## src/rtl/regfile_wr_arb_pkg.sv

```systemverilog
//==============================================================================
// Module      : regfile_wr_arb_pkg
// Description : Shared constants and types for the register-file write
//               arbiter: default bus widths and the last-grant pointer state.
// Revision    : 1.0 - initial release
//==============================================================================
`default_nettype none

package regfile_wr_arb_pkg;

    localparam int DEF_DATA_W = 32;
    localparam int DEF_ADDR_W = 5;
    localparam int DEF_CNT_W  = 16;

    // Round-robin pointer: names the requester that won the most recent
    // transfer; on a tie the other requester is granted.
    typedef enum logic [0:0] {
        LAST_A = 1'b0,
        LAST_B = 1'b1
    } last_grant_e;

endpackage : regfile_wr_arb_pkg

`default_nettype wire

```

## src/rtl/regfile_wr_arbiter_if.sv

```systemverilog
//==============================================================================
// Module      : regfile_wr_arbiter_if
// Description : Bundles the two requester handshakes, the register-file write
//               port and the contention counter of the write arbiter.
//   master modport : requester/register-file side (drives valids, addr,
//                    data, wr_stall; observes readys and the write port)
//   slave modport  : arbiter side
// Revision    : 1.0 - initial release
//==============================================================================
`default_nettype none

interface regfile_wr_arbiter_if #(
    parameter int DATA_W = regfile_wr_arb_pkg::DEF_DATA_W,
    parameter int ADDR_W = regfile_wr_arb_pkg::DEF_ADDR_W,
    parameter int CNT_W  = regfile_wr_arb_pkg::DEF_CNT_W
);

    logic              a_valid;
    logic [ADDR_W-1:0] a_addr;
    logic [DATA_W-1:0] a_data;
    logic              a_ready;

    logic              b_valid;
    logic [ADDR_W-1:0] b_addr;
    logic [DATA_W-1:0] b_data;
    logic              b_ready;

    logic              wr_stall;
    logic              wr_en;
    logic [ADDR_W-1:0] wr_addr;
    logic [DATA_W-1:0] wr_data;
    logic              wr_sel_a;

    logic [CNT_W-1:0]  contention_cnt;

    modport master (
        output a_valid, a_addr, a_data,
        output b_valid, b_addr, b_data,
        output wr_stall,
        input  a_ready, b_ready,
        input  wr_en, wr_addr, wr_data, wr_sel_a,
        input  contention_cnt
    );

    modport slave (
        input  a_valid, a_addr, a_data,
        input  b_valid, b_addr, b_data,
        input  wr_stall,
        output a_ready, b_ready,
        output wr_en, wr_addr, wr_data, wr_sel_a,
        output contention_cnt
    );

endinterface : regfile_wr_arbiter_if

`default_nettype wire

```

## src/rtl/regfile_wr_arb_pick.sv

```systemverilog
//==============================================================================
// Module      : regfile_wr_arb_pick
// Description : Combinational grant selection for two requesters.
//   a_valid, b_valid : pending requests
//   last             : last-grant pointer (winner of previous transfer)
//   slot_free        : write slot can take a new entry this cycle
//   grant_a, grant_b : one-hot (or zero) grant
// Revision    : 1.0 - initial release
//==============================================================================
`default_nettype none

module regfile_wr_arb_pick
    import regfile_wr_arb_pkg::*;
(
    input  wire logic        a_valid,
    input  wire logic        b_valid,
    input  last_grant_e      last,
    input  wire logic        slot_free,
    output logic             grant_a,
    output logic             grant_b
);

    // A lone requester always wins; on a tie the requester that did not
    // win last time is served.
    always_comb begin
        grant_a = 1'b0;
        grant_b = 1'b0;
        if (slot_free) begin
            if (a_valid && b_valid) begin
                grant_a = (last == LAST_B);
                grant_b = (last == LAST_A);
            end else begin
                grant_a = a_valid;
                grant_b = b_valid;
            end
        end
    end

endmodule : regfile_wr_arb_pick

`default_nettype wire

```

## src/rtl/regfile_wr_arbiter.sv

```systemverilog
//==============================================================================
// Module      : regfile_wr_arbiter
// Description : Two-requester round-robin arbiter in front of a single
//               register-file write port. One registered write slot; the
//               slot is held while the register file stalls.
//   clk            : clock, rising edge
//   rst_n          : synchronous active-low reset
//   bus (slave)    : requester A/B valid/addr/data/ready, wr_stall input,
//                    registered wr_en/wr_addr/wr_data/wr_sel_a outputs and
//                    saturating contention_cnt
// Build option: REGFILE_WR_ARB_ZERO_DROP_EN - accepted writes to register 0
//               complete the handshake but never raise wr_en.
// Revision    : 1.0 - initial release
//==============================================================================
`default_nettype none

module regfile_wr_arbiter
    import regfile_wr_arb_pkg::*;
#(
    parameter int DATA_W = DEF_DATA_W,
    parameter int ADDR_W = DEF_ADDR_W,
    parameter int CNT_W  = DEF_CNT_W
) (
    input  wire logic             clk,
    input  wire logic             rst_n,
    regfile_wr_arbiter_if.slave   bus
);

    localparam logic [CNT_W-1:0] C_CNT_MAX = '1;

    last_grant_e       r_last;
    last_grant_e       w_last_next;

    logic              r_wr_en;
    logic [ADDR_W-1:0] r_wr_addr;
    logic [DATA_W-1:0] r_wr_data;
    logic              r_wr_sel_a;
    logic [CNT_W-1:0]  r_cnt;

    logic              w_slot_free;
    logic              w_grant_a;
    logic              w_grant_b;
    logic              w_a_ready;
    logic              w_b_ready;
    logic              w_xfer;
    logic              w_drop;
    logic [ADDR_W-1:0] w_win_addr;
    logic [DATA_W-1:0] w_win_data;

    // The slot can take a new entry when it is empty or its current write
    // leaves at this edge.
    assign w_slot_free = !r_wr_en || !bus.wr_stall;

    regfile_wr_arb_pick u_pick (
        .a_valid   (bus.a_valid),
        .b_valid   (bus.b_valid),
        .last      (r_last),
        .slot_free (w_slot_free),
        .grant_a   (w_grant_a),
        .grant_b   (w_grant_b)
    );

    //--------------------------------------------------------------------------
    // Last-grant pointer FSM
    //--------------------------------------------------------------------------
    always_ff @(posedge clk) begin
        if (!rst_n) begin
            r_last <= LAST_B;
        end else begin
            r_last <= w_last_next;
        end
    end

    // Pointer moves only on an actual transfer.
    always_comb begin
        w_last_next = r_last;
        if (w_a_ready) begin
            w_last_next = LAST_A;
        end else if (w_b_ready) begin
            w_last_next = LAST_B;
        end
    end

    // Readys are masked while reset is asserted so nothing is accepted
    // during the reset edge.
    always_comb begin
        w_a_ready = 1'b0;
        w_b_ready = 1'b0;
        if (rst_n) begin
            w_a_ready = w_grant_a;
            w_b_ready = w_grant_b;
        end
    end

    assign w_xfer     = w_a_ready || w_b_ready;
    assign w_win_addr = w_a_ready ? bus.a_addr : bus.b_addr;
    assign w_win_data = w_a_ready ? bus.a_data : bus.b_data;

`ifdef REGFILE_WR_ARB_ZERO_DROP_EN
    assign w_drop = (w_win_addr == '0);
`else
    assign w_drop = 1'b0;
`endif

    //--------------------------------------------------------------------------
    // Write slot
    //--------------------------------------------------------------------------
    always_ff @(posedge clk) begin
        if (!rst_n) begin
            r_wr_en    <= 1'b0;
            r_wr_addr  <= '0;
            r_wr_data  <= '0;
            r_wr_sel_a <= 1'b0;
        end else if (w_xfer) begin
            r_wr_en    <= !w_drop;
            r_wr_addr  <= w_win_addr;
            r_wr_data  <= w_win_data;
            r_wr_sel_a <= w_a_ready;
        end else if (w_slot_free) begin
            // Address/data/select keep their last values for the muxes.
            r_wr_en    <= 1'b0;
        end
    end

    //--------------------------------------------------------------------------
    // Contention counter (saturating)
    //--------------------------------------------------------------------------
    always_ff @(posedge clk) begin
        if (!rst_n) begin
            r_cnt <= '0;
        end else if (bus.a_valid && bus.b_valid && (r_cnt != C_CNT_MAX)) begin
            r_cnt <= r_cnt + 1'b1;
        end
    end

    assign bus.a_ready        = w_a_ready;
    assign bus.b_ready        = w_b_ready;
    assign bus.wr_en          = r_wr_en;
    assign bus.wr_addr        = r_wr_addr;
    assign bus.wr_data        = r_wr_data;
    assign bus.wr_sel_a       = r_wr_sel_a;
    assign bus.contention_cnt = r_cnt;

endmodule : regfile_wr_arbiter

`default_nettype wire

```

## src/flat_wrapper.sv

```systemverilog
// flat-port wrapper written by rule: the top's interface ports become plain ports
module regfile_wr_arbiter_flat import regfile_wr_arb_pkg::*;
#(
    parameter int DATA_W = DEF_DATA_W,
    parameter int ADDR_W = DEF_ADDR_W,
    parameter int CNT_W  = DEF_CNT_W
)
  (clk, rst_n, bus_a_valid, bus_a_addr, bus_a_data, bus_b_valid, bus_b_addr, bus_b_data, bus_wr_stall, bus_a_ready, bus_b_ready, bus_wr_en, bus_wr_addr, bus_wr_data, bus_wr_sel_a, bus_contention_cnt);
  regfile_wr_arbiter_if #(.DATA_W(DATA_W), .ADDR_W(ADDR_W), .CNT_W(CNT_W)) bus_i ();
  input  wire logic clk;
  input  wire logic rst_n;
  input wire logic [$bits(bus_i.a_valid)-1:0] bus_a_valid;
  input wire logic [$bits(bus_i.a_addr)-1:0] bus_a_addr;
  input wire logic [$bits(bus_i.a_data)-1:0] bus_a_data;
  input wire logic [$bits(bus_i.b_valid)-1:0] bus_b_valid;
  input wire logic [$bits(bus_i.b_addr)-1:0] bus_b_addr;
  input wire logic [$bits(bus_i.b_data)-1:0] bus_b_data;
  input wire logic [$bits(bus_i.wr_stall)-1:0] bus_wr_stall;
  output wire logic [$bits(bus_i.a_ready)-1:0] bus_a_ready;
  output wire logic [$bits(bus_i.b_ready)-1:0] bus_b_ready;
  output wire logic [$bits(bus_i.wr_en)-1:0] bus_wr_en;
  output wire logic [$bits(bus_i.wr_addr)-1:0] bus_wr_addr;
  output wire logic [$bits(bus_i.wr_data)-1:0] bus_wr_data;
  output wire logic [$bits(bus_i.wr_sel_a)-1:0] bus_wr_sel_a;
  output wire logic [$bits(bus_i.contention_cnt)-1:0] bus_contention_cnt;
  assign bus_i.a_valid = bus_a_valid;
  assign bus_i.a_addr = bus_a_addr;
  assign bus_i.a_data = bus_a_data;
  assign bus_i.b_valid = bus_b_valid;
  assign bus_i.b_addr = bus_b_addr;
  assign bus_i.b_data = bus_b_data;
  assign bus_i.wr_stall = bus_wr_stall;
  assign bus_a_ready = bus_i.a_ready;
  assign bus_b_ready = bus_i.b_ready;
  assign bus_wr_en = bus_i.wr_en;
  assign bus_wr_addr = bus_i.wr_addr;
  assign bus_wr_data = bus_i.wr_data;
  assign bus_wr_sel_a = bus_i.wr_sel_a;
  assign bus_contention_cnt = bus_i.contention_cnt;
  regfile_wr_arbiter #(.DATA_W(DATA_W), .ADDR_W(ADDR_W), .CNT_W(CNT_W)) u_core (.clk(clk), .rst_n(rst_n), .bus(bus_i));
endmodule
```

## config.mk

```make
export PLATFORM = sky130hd
export DESIGN_NAME = regfile_wr_arbiter_flat
export DESIGN_NICKNAME = d
export VERILOG_FILES = /design/src/rtl/regfile_wr_arb_pkg.sv /design/src/rtl/regfile_wr_arbiter_if.sv /design/src/rtl/regfile_wr_arb_pick.sv /design/src/rtl/regfile_wr_arbiter.sv /design/src/flat_wrapper.sv
export SDC_FILE = /design/constraint.sdc
export NUM_CORES = 1
export LEC_CHECK = 0
export ABC_AREA = 1
export CORE_MARGIN = 1.5
export CORE_UTILIZATION = 43
export DETAILED_ROUTE_END_ITERATION = 8
export MAX_ROUTING_LAYER = met4
export PLACE_DENSITY_LB_ADDON = 0.25
export SLEW_MARGIN = 20
export SYNTH_ARGS = -nofsm -noshare
export SYNTH_HDL_FRONTEND = slang
export SYNTH_HIERARCHICAL = 1
export SYNTH_SLANG_ARGS = --single-unit
```

## constraint.sdc

```tcl
create_clock -name clk -period 3.98 [get_ports clk]
set_clock_uncertainty 0.05 [all_clocks]
set_input_delay 0.398 -clock clk [delete_from_list [all_inputs] [get_ports clk]]
set_output_delay 0.398 -clock clk [all_outputs]
set_load 0.005 [all_outputs]
```

==> results of run 1 <==
-- critical path, delay by kind of cell --
family	cells	cell delay (ps)
and+or+nand+nor	2	260
buffers and inverters	3	1380
AOI/OAI and AO/OA	1	410
-- power by group through the flow --
stage	Clock, uW	Sequential, uW	Combinational (uW)
after floorplan	0	624	95.7
after global placement	0	622	249
after detailed placement	0	623	253
after CTS	327	611	254
after global routing	346	615	275
final	314	611	253
-- cells in the final DEF (no fill, tap or decap), drive strengths merged --
cell type        n
o21ai           13
clkinvlp         1
clkinv           2
dfxtp           56
nor2            48
xnor2            1
a21oi           27
ha               1
nand2          129
a22oi           15
clkdlybuf4s50  135
buf              2
nand3           11
clkbuf           6
a31oi           22
xor2             2
nand4            5
nor3             3
inv             20
and2             1
-- metal layers --
metal | GRT usage | wire length [um] | up-vias | share of wire
met4 | 0.0814 | 105 | 0 | 0.013
met2 | 0.404 | 3940 | 104 | 0.50
met5 | - | 0 | - | 0
li1 | - | - | 1476 | -
met1 | 0.280 | 3140 | 1302 | 0.40
met3 | 0.0856 | 698 | 9 | 0.089
-- metrics by stage --
step                worst slack, ps  hold WS [ps]
finish                         1060           422
CTS                            1050           425
detailed placement             1060           408
floorplan                      2230           402
global route                    967           443
global placement               1140           402
-- worst min path at each step --
stage / startpoint / to / slack (ps) / cells past startpoint
detailed placement: u_core/bus.wr_data[28] / u_core/bus.wr_data[28] / 410 / 2
CTS: u_core/bus.wr_data[2] / u_core/bus.wr_data[2] / 430 / 2
floorplan: u_core/bus.wr_sel_a / u_core/bus.wr_sel_a / 400 / 2
global placement: u_core/bus.wr_data[11] / u_core/bus.wr_data[11] / 400 / 2
global route: u_core/bus.wr_sel_a / u_core/bus.wr_sel_a / 440 / 2
finish: u_core/bus.wr_data[11] / u_core/bus.wr_data[11] / 420 / 2
-- flip-flops by register name, indices dropped and copies added (netlist names) --
signal,flops
u_core/bus.contention_cnt,16
u_core/bus.wr_data,32
u_core/r_last,1
u_core/bus.wr_sel_a,1
u_core/bus.wr_en,1
u_core/bus.wr_addr,5
-- logic make-up (layout without fill, tap and decap cells) --
| family | after synthesis | count (layout) | share of synthesized area |
|---|---|---|---|
| AO/OA/AOI/OAI | 77 | 77 | 0.169 |
| XOR/XNOR | 3 | 3 | 0.00980 |
| adder cells (fa/ha/maj) | 1 | 1 | 0.00467 |
| buffers and inverters | 37 | 166 | 0.0733 |
| flip-flops | 56 | 56 | 0.418 |
| AND/OR/NAND/NOR | 197 | 197 | 0.325 |
-- area by class of cell --
type	count	area, sq um	share of cell area
Clock inverter	2	16.3	0.00395
Inverter	21	86.3	0.0209
Multi-Input combinational cell	278	1370	0.331
Timing Repair Buffer	137	1370	0.331
Tap cell	75	93.8	0.0228
Sequential cell	56	1120	0.272
Clock buffer	6	72.6	0.0176
==> metrics, run 1 <==
syn avg cell area=7.23 sq um; Yosys cell types=31; ANT cells=0; crit-path cells=clkdlybuf4s50_1 -> nand2_1 -> a21oi_1 -> nand2_4 -> inv_6 -> clkdlybuf4s50_1; combinational power share=0.215; most common cell in the netlist=nand2_1; mapped cell area=0.00268 sq mm; CP Capture Point=bus_a_ready; die area=0.00672 sq mm; ANT nets after route=0; Layout area overhead=53.8%; Die Width=82.0 um; port buffer count=135; startpoint types=primary input; deepest clock path buffer count=2; layout net count=579; pin count of the biggest net entering global routing=38; drt initial violations=155; first-pass GRT wire length=12300 um; Max transition margin=0.295; Congestion Overflow GR=0; RSZ-0062 raised after global routing=no; FP Rows=28; Post-synth EDFFs=0; drt total wl=7880 um; Worst setup EP type=output port; # fillers=535; clock insertion delay at the later pin of the skew report=310 ps; status=finished clean; clock period minus worst slack=2920 ps; Synth Warn #=6; most frequent cells after synthesis=nand2_1, dfxtp_1, nor2_1; sw frac=0.262; max-cap check violation count=0; Mapped Cells=371; Reg power frac=0.519; placed cells=567; crit path launch=bus_a_valid; CTS tree=done; most used cell, CP=clkdlybuf4s50_1; initial core utilization=0.450; routed len/inst=13.7 um; final period utilization=0.733; DRC errors left=0; CTS H-tree lvls=2; R2R Path End=u_core/bus.wr_data[17]; clk slew on worst S/H paths=100 ps; drt pass-1 iters=4; routed vias/inst=5.03; Final Slew Violations=0; cell area after layout=0.00412 sq mm; r2r setup slk=1900 ps; maximum VDD drop=0.177 mV; worst-path maximum fanout=37; vias in the first global route=2702; GR Util All Layers=0.246; I/O pins=136; Fin Setup TNS=0 ps; fmax=0.343 GHz; Core Area=0.00596 sq mm; CTS Hold Bufs=0; slew at the pin closest to its max-slew limit=1060 ps; P_int=870 uW; Yosys top cell by area=dfxtp_1; Final Wtd Congestion=0.892; worst min-delay path class=reg -> reg; Crit Path Category=in -> out; share of cells above drive strength 1=0.0600; critical path arrival=2470 ps; CP peak stage delay=580 ps; ys flop type=dfxtp_1; synthesis-stage register bit count=56; fraction of the yosys area taken by sequential cells=0.418; initial antenna violation count=0; Synth area leaders=dfxtp_1, nand2_1, nor2_1, a31oi_1, a21oi_1; r2r startpoint=u_core/bus.wr_en; pwr dens=286 mW/mm^2; hpwl dp=5920 um; syn_nets=451; Core Util, Final=0.692; Clock power frac=0.266; DIE HEIGHT=82.0 um; Clk Tree Root Cell=clkbuf_8; Pleak=0.00154 uW; overall power=1180 uW; Placed Area=0.00403 sq mm; worst reg-to-reg path cell count=9; CP required=3530 ps; top-area cell type share of the netlist area=0.418; Final Hold Fails=0; ys async rst share=0; post_cts resized=0; via count=2891; slowest stage cell, crit path=clkdlybuf4s50_1; setup repair bufs after CTS=0; # clock sinks=56; NetSw=309 uW; Finish-stage setup viols=0; Num CTS Buffers=5; number of cells in the finished layout apart from fillers=575
Power figures use the tool's default switching activity.
==> run 2, diff against run 1 <==
- CORE_UTILIZATION: 43 -> 40
- clock period: 3.98 -> 2.9 ns (I/O delays scaled with it)
==> run 2 against run 1 <==
The flow now finishes with violations (design-rule violations). Register-to-register slack got worse by 850 ps. Core utilization shrank 4.3 points. Cell area increased by 1.1%. Sequential share of layout area is 0.29 points lower. Critical path depth stayed put. Worst setup slack got worse by 530 ps. Clock power rose by 70%. Via count rose by 1.0%. Final cell count rose by 0.70%. Clock-buffer cell count shrank 1. Largest power group unchanged.
==> metrics, run 2 (synthesized netlist as in run 1, its figures left out) <==
P_int=1280 uW (+48%); clock period minus worst slack=2370 ps; violated checks=design-rule violations; maximum VDD drop=0.263 mV (+49%); Core Area=0.00642 sq mm (+7.8%); DIE HEIGHT=84.9 um (+3.6%); FP Rows=29 (+3.6%); # clock sinks=56 (unchanged); clock insertion delay at the later pin of the skew report=310 ps (about the same); max reg flops=32 (unchanged); drt pass-1 iters=6 (+2); port buffer count=135 (unchanged); # fillers=578 (+8.0%); I/O pins=136 (unchanged); Congestion Overflow GR=0 (unchanged); layout net count=581 (+0.35%); GR Util All Layers=0.229 (-0.0176); share of cells above drive strength 1=0.0657 (+0.00574); initial antenna violation count=0 (unchanged); Reg power frac=0.487 (-0.032); sw frac=0.254 (-0.00847); Clk Tree Root Cell=clkbuf_8; Crit Path Category=in -> out; first-pass GRT wire length=12900 um (+4.5%); post_cts resized=0 (unchanged); Die Width=84.9 um (+3.6%); final period utilization=0.816; pwr dens=413 mW/mm^2 (+44%); placed cells=571 (+0.71%); Finish-stage setup viols=0 (unchanged); ANT cells=0 (unchanged); initial core utilization=0.417 (-0.0327); Layout area overhead=55.4%; slew at the pin closest to its max-slew limit=1060 ps (+5.75 ps); via count=2920 (+1.0%); NetSw=437 uW (+41%); fmax=0.422 GHz; number of cells in the finished layout apart from fillers=579 (+0.70%); worst-path maximum fanout=13 (-65%); RSZ-0062 raised after global routing=no; Final WS setup=533 ps (-530 ps); max-cap check violation count=0 (unchanged); drt initial violations=160 (+3.2%); Pleak=0.00156 uW (+1.5%); Worst setup EP type=output port; Final Hold Fails=0 (unchanged); worst min-delay path class=reg -> reg; hpwl dp=5920 um (about the same); Final Wtd Congestion=0.850 (-4.8%); CTS tree=done; CTS Hold Bufs=0 (unchanged); startpoint types=primary input; register area=0.00112 sq mm (unchanged); Core Util, Final=0.649 (-0.0435); drt total wl=7970 um (+1.1%); Num CTS Buffers=5 (unchanged); pin count of the biggest net entering global routing=34 (-11%); Clock power frac=0.310 (+0.044); vias in the first global route=2715 (+0.48%); CP required=2560 ps (-970 ps); routed vias/inst=5.04 (+0.31%); clk slew on worst S/H paths=110 ps (about the same); most common cell after layout, fill and taps aside=clkdlybuf4s50_1; status=finished, violations left; deepest clock path buffer count=2 (unchanged); routed len/inst=13.8 um (+0.44%); critical path arrival=2030 ps (-440 ps); ANT nets after route=0 (unchanged); die area=0.00720 sq mm (+7.2%); CTS H-tree lvls=2 (unchanged); Fin Setup TNS=0 ps (unchanged); pre-CTS setup slack=524 ps (-539 ps); most frequent cells in the layout=clkdlybuf4s50_1, nand2_1, dfxtp_1; DRC errors left=3 (+3); multi-input logic area=0.00137 sq mm (unchanged); Final Slew Violations=0 (unchanged); setup repair bufs after CTS=0 (unchanged); Max transition margin=0.291 (-0.00384); combinational power share=0.203 (-0.012)
run 2: cell count changes in the layout (fill, tap and decap cells not counted):
cell | before | now
inv_6 | 1 | 2
bufinv_16 | 0 | 1
buf_4 | 2 | 4
clkbuf_1 | 1 | 0
clkinv_4 | 1 | 0
run 2: layout make-up:
class	count	share of cell area
clock buffers	5	0.0165
multi-input cells	278	0.328
inverters	21	0.0207
clock inverters	3	0.0111
repair buffers	139	0.332
well taps	77	0.0231
flip-flops and latches	56	0.269
run 2: stage by stage:
stage          power (uW)  cell area, sq um  hold WS [ps]
2_1_floorplan         988              2680           400
3_3_place_gp         1200              4050           402
3_5_place_dp         1210              4050           403
4_1_cts              1740              4170           418
5_1_grt              1800              4170           449
6_report             1720              4170           413
run 2: metal layers:
layer,routed length (um),GRT usage,share of wire,up-vias
met5,0,-,0,-
met4,29,0.0492,0.0036,0
li1,-,-,-,1487
met3,474,0.0545,0.059,2
met1,3490,0.279,0.44,1333
met2,3970,0.386,0.50,98
run 2: final timing paths:
path,start,end,slack [ps],depth (start not counted)
max,bus_a_valid,bus_a_ready,530,6
min,u_core/bus.wr_sel_a,u_core/bus.wr_sel_a,410,2
max reg2reg,u_core/bus.wr_en,u_core/bus.wr_data[26],1050,8
min reg2reg,u_core/bus.wr_sel_a,u_core/bus.wr_sel_a,410,2
run 2: critical path: stages:
cell	delay, ps
clkdlybuf4s50_1	520
nand2_1	70
a21oi_1	250
nand2_4	170
inv_6	160
clkdlybuf4s50_1	560
run 2: power by group through the flow:
stage	clock, uW	combinational, uW	sequential, uW
finish	533	350	838
global placement	0	345	853
CTS	546	351	838
global route	580	381	844
floorplan	0	131	857
detailed placement	0	350	855
==> run 3, diff against run 2 <==
- clock period: 2.9 -> 2.2 ns (I/O delays scaled with it)
==> run 3 against run 2 <==
The flow still finishes with violations (design-rule violations). Combinational power is 34% higher. Sequential power rose by 31%. Critical path depth is the same. Die area unchanged. Wire length shrank 2.2%. Clock-buffer cell count up 1. Via count shrank 1.6%. Worst setup slack worse by 420 ps. Critical endpoint unchanged. Largest cell class unchanged.
==> metrics, run 3 (synthesized netlist as in run 1, its figures left out) <==
CTS tree=done; DRC errors left=3 (unchanged); layout net count=584 (+0.52%); status=finished, violations left; most frequent cells in the layout=clkdlybuf4s50_1, nand2_1, dfxtp_1; worst reg-to-reg path cell count=8 (unchanged); deepest clock path buffer count=2 (unchanged); Die Width=84.9 um (unchanged); Placed Area=0.00410 sq mm (+1.2%); hpwl dp=5890 um (-0.51%); drt total wl=7800 um (-2.2%); Final Hold Fails=0 (unchanged); ANT cells=0 (unchanged); r2r startpoint=u_core/bus.wr_en; clk slew on worst S/H paths=90 ps (-20 ps); maximum VDD drop=0.264 mV (+0.52%); clock period minus worst slack=2090 ps; most common cell after layout, fill and taps aside=clkdlybuf4s50_1; clock insertion delay at the later pin of the skew report=300 ps (about the same); pin count of the biggest net entering global routing=36 (+5.9%); Worst setup EP type=output port; CTS H-tree lvls=2 (unchanged); placed cells=574 (+0.53%); initial core utilization=0.417 (unchanged); initial antenna violation count=0 (unchanged); Layout area overhead=56.3%; number of cells in the finished layout apart from fillers=582 (+0.52%); CP Capture Point=bus_a_ready; overall power=2140 uW (+24%); R2R Path End=u_core/bus.wr_data[26]; max reg flops=32 (unchanged); die area=0.00720 sq mm (unchanged); Finish-stage setup viols=0 (unchanged); Clk Tree Root Cell=clkbuf_8; # clock sinks=56 (unchanged); Crit Path Category=in -> out; Max transition margin=0.706 (+0.415); worst-path maximum fanout=3 (-10); critical path arrival=1820 ps (-210 ps); GR Util All Layers=0.223 (-0.00593); cell area after layout=0.00419 sq mm (+0.60%); drt pass-1 iters=9 (+3); violated checks=design-rule violations; first-pass GRT wire length=12500 um (-2.8%); CTS Hold Bufs=0 (unchanged); share of cells above drive strength 1=0.0733 (+0.00753); r2r setup slk=480 ps (-570 ps); drt initial violations=142 (-11%); Pleak=0.00157 uW (+0.40%); vias in the first global route=2703 (-0.44%); FP Rows=29 (unchanged); final period utilization=0.950; Num CTS Buffers=5 (unchanged); fmax=0.478 GHz; I/O pins=136 (unchanged); Final Slew Violations=0 (unchanged); setup repair bufs after CTS=0 (unchanged); routed vias/inst=4.94 (-2.1%); port buffer count=135 (unchanged); post_cts resized=0 (unchanged); slew at the pin closest to its max-slew limit=442 ps (-621 ps); DIE HEIGHT=84.9 um (unchanged); pwr dens=509 mW/mm^2 (+23%); Final Wtd Congestion=0.870 (+2.4%); startpoint types=primary input; max-cap check violation count=0 (unchanged); CP required=1930 ps (-630 ps); via count=2874 (-1.6%); crit path launch=bus_a_valid; RSZ-0062 raised after global routing=no; worst min-delay path class=reg -> reg; final hold slack=422 ps (+9.12 ps); ANT nets after route=0 (unchanged); routed len/inst=13.4 um (-2.7%); Congestion Overflow GR=0 (unchanged); Fin Setup TNS=0 ps (unchanged); Core Area=0.00642 sq mm (unchanged)
run 3: changes by cell type in the layout (fill, tap and decap cells not counted), sizes merged:
cell / change
clkbuf: +1
buf: +3
inv: -1
bufinv: -1
clkinv: +1
run 3: cell type report:
class / instances / area [sq um]
sequential: 56 / 1120
clock inverter: 2 / 16.3
timing repair buffer: 142 / 1430
tap: 77 / 96.3
fill: 568 / 2230
clock buffer: 6 / 72.6
multi-input combinational: 278 / 1370
inverter: 21 / 86.3
run 3: power breakdown:
| group | internal [uW] | switching [uW] | leakage, uW |
|---|---|---|---|
| Clock | 227 | 334 | 0.0000414 |
| Sequential | 1070 | 32.2 | 0.000458 |
| Combinational | 286 | 185 | 0.00107 |
| Total | 1580 | 550 | 0.00157 |
run 3: worst min-delay path by stage:
stage	start	to	slack, ps	cells after the start
floorplan	bus_b_data[14]	u_core/bus.wr_data[14]	330	2
global placement	u_core/bus.wr_data[28]	u_core/bus.wr_data[28]	400	2
detailed placement	u_core/bus.wr_data[5]	u_core/bus.wr_data[5]	410	2
CTS	bus_b_data[22]	u_core/bus.wr_data[22]	420	3
global route	bus_a_addr[0]	u_core/bus.wr_addr[0]	420	3
finish	u_core/bus.wr_data[5]	u_core/bus.wr_data[5]	420	2
run 3: stage by stage:
step                      utilization  setup WS [ps]
after floorplan                     -            638
after global placement          0.638           99.0
after detailed placement        0.638           57.6
after CTS                       0.652           19.9
after global routing            0.653           38.1
final                           0.653            110
run 3: layer usage:
layer / track usage / routed length (um) / vias up
met1: 0.271 / 3410 / 1293
met2: 0.365 / 3800 / 87
met5: - / 0 / -
met3: 0.0691 / 517 / 7
li1: - / - / 1487
met4: 0.0477 / 74 / 0
run 3: critical path, stage by stage:
cell and delay, ps:
clkdlybuf4s50_1 540, nand2_1 70, a21oi_1 260, nand2_4 100, inv_6 90, clkdlybuf4s50_1 540
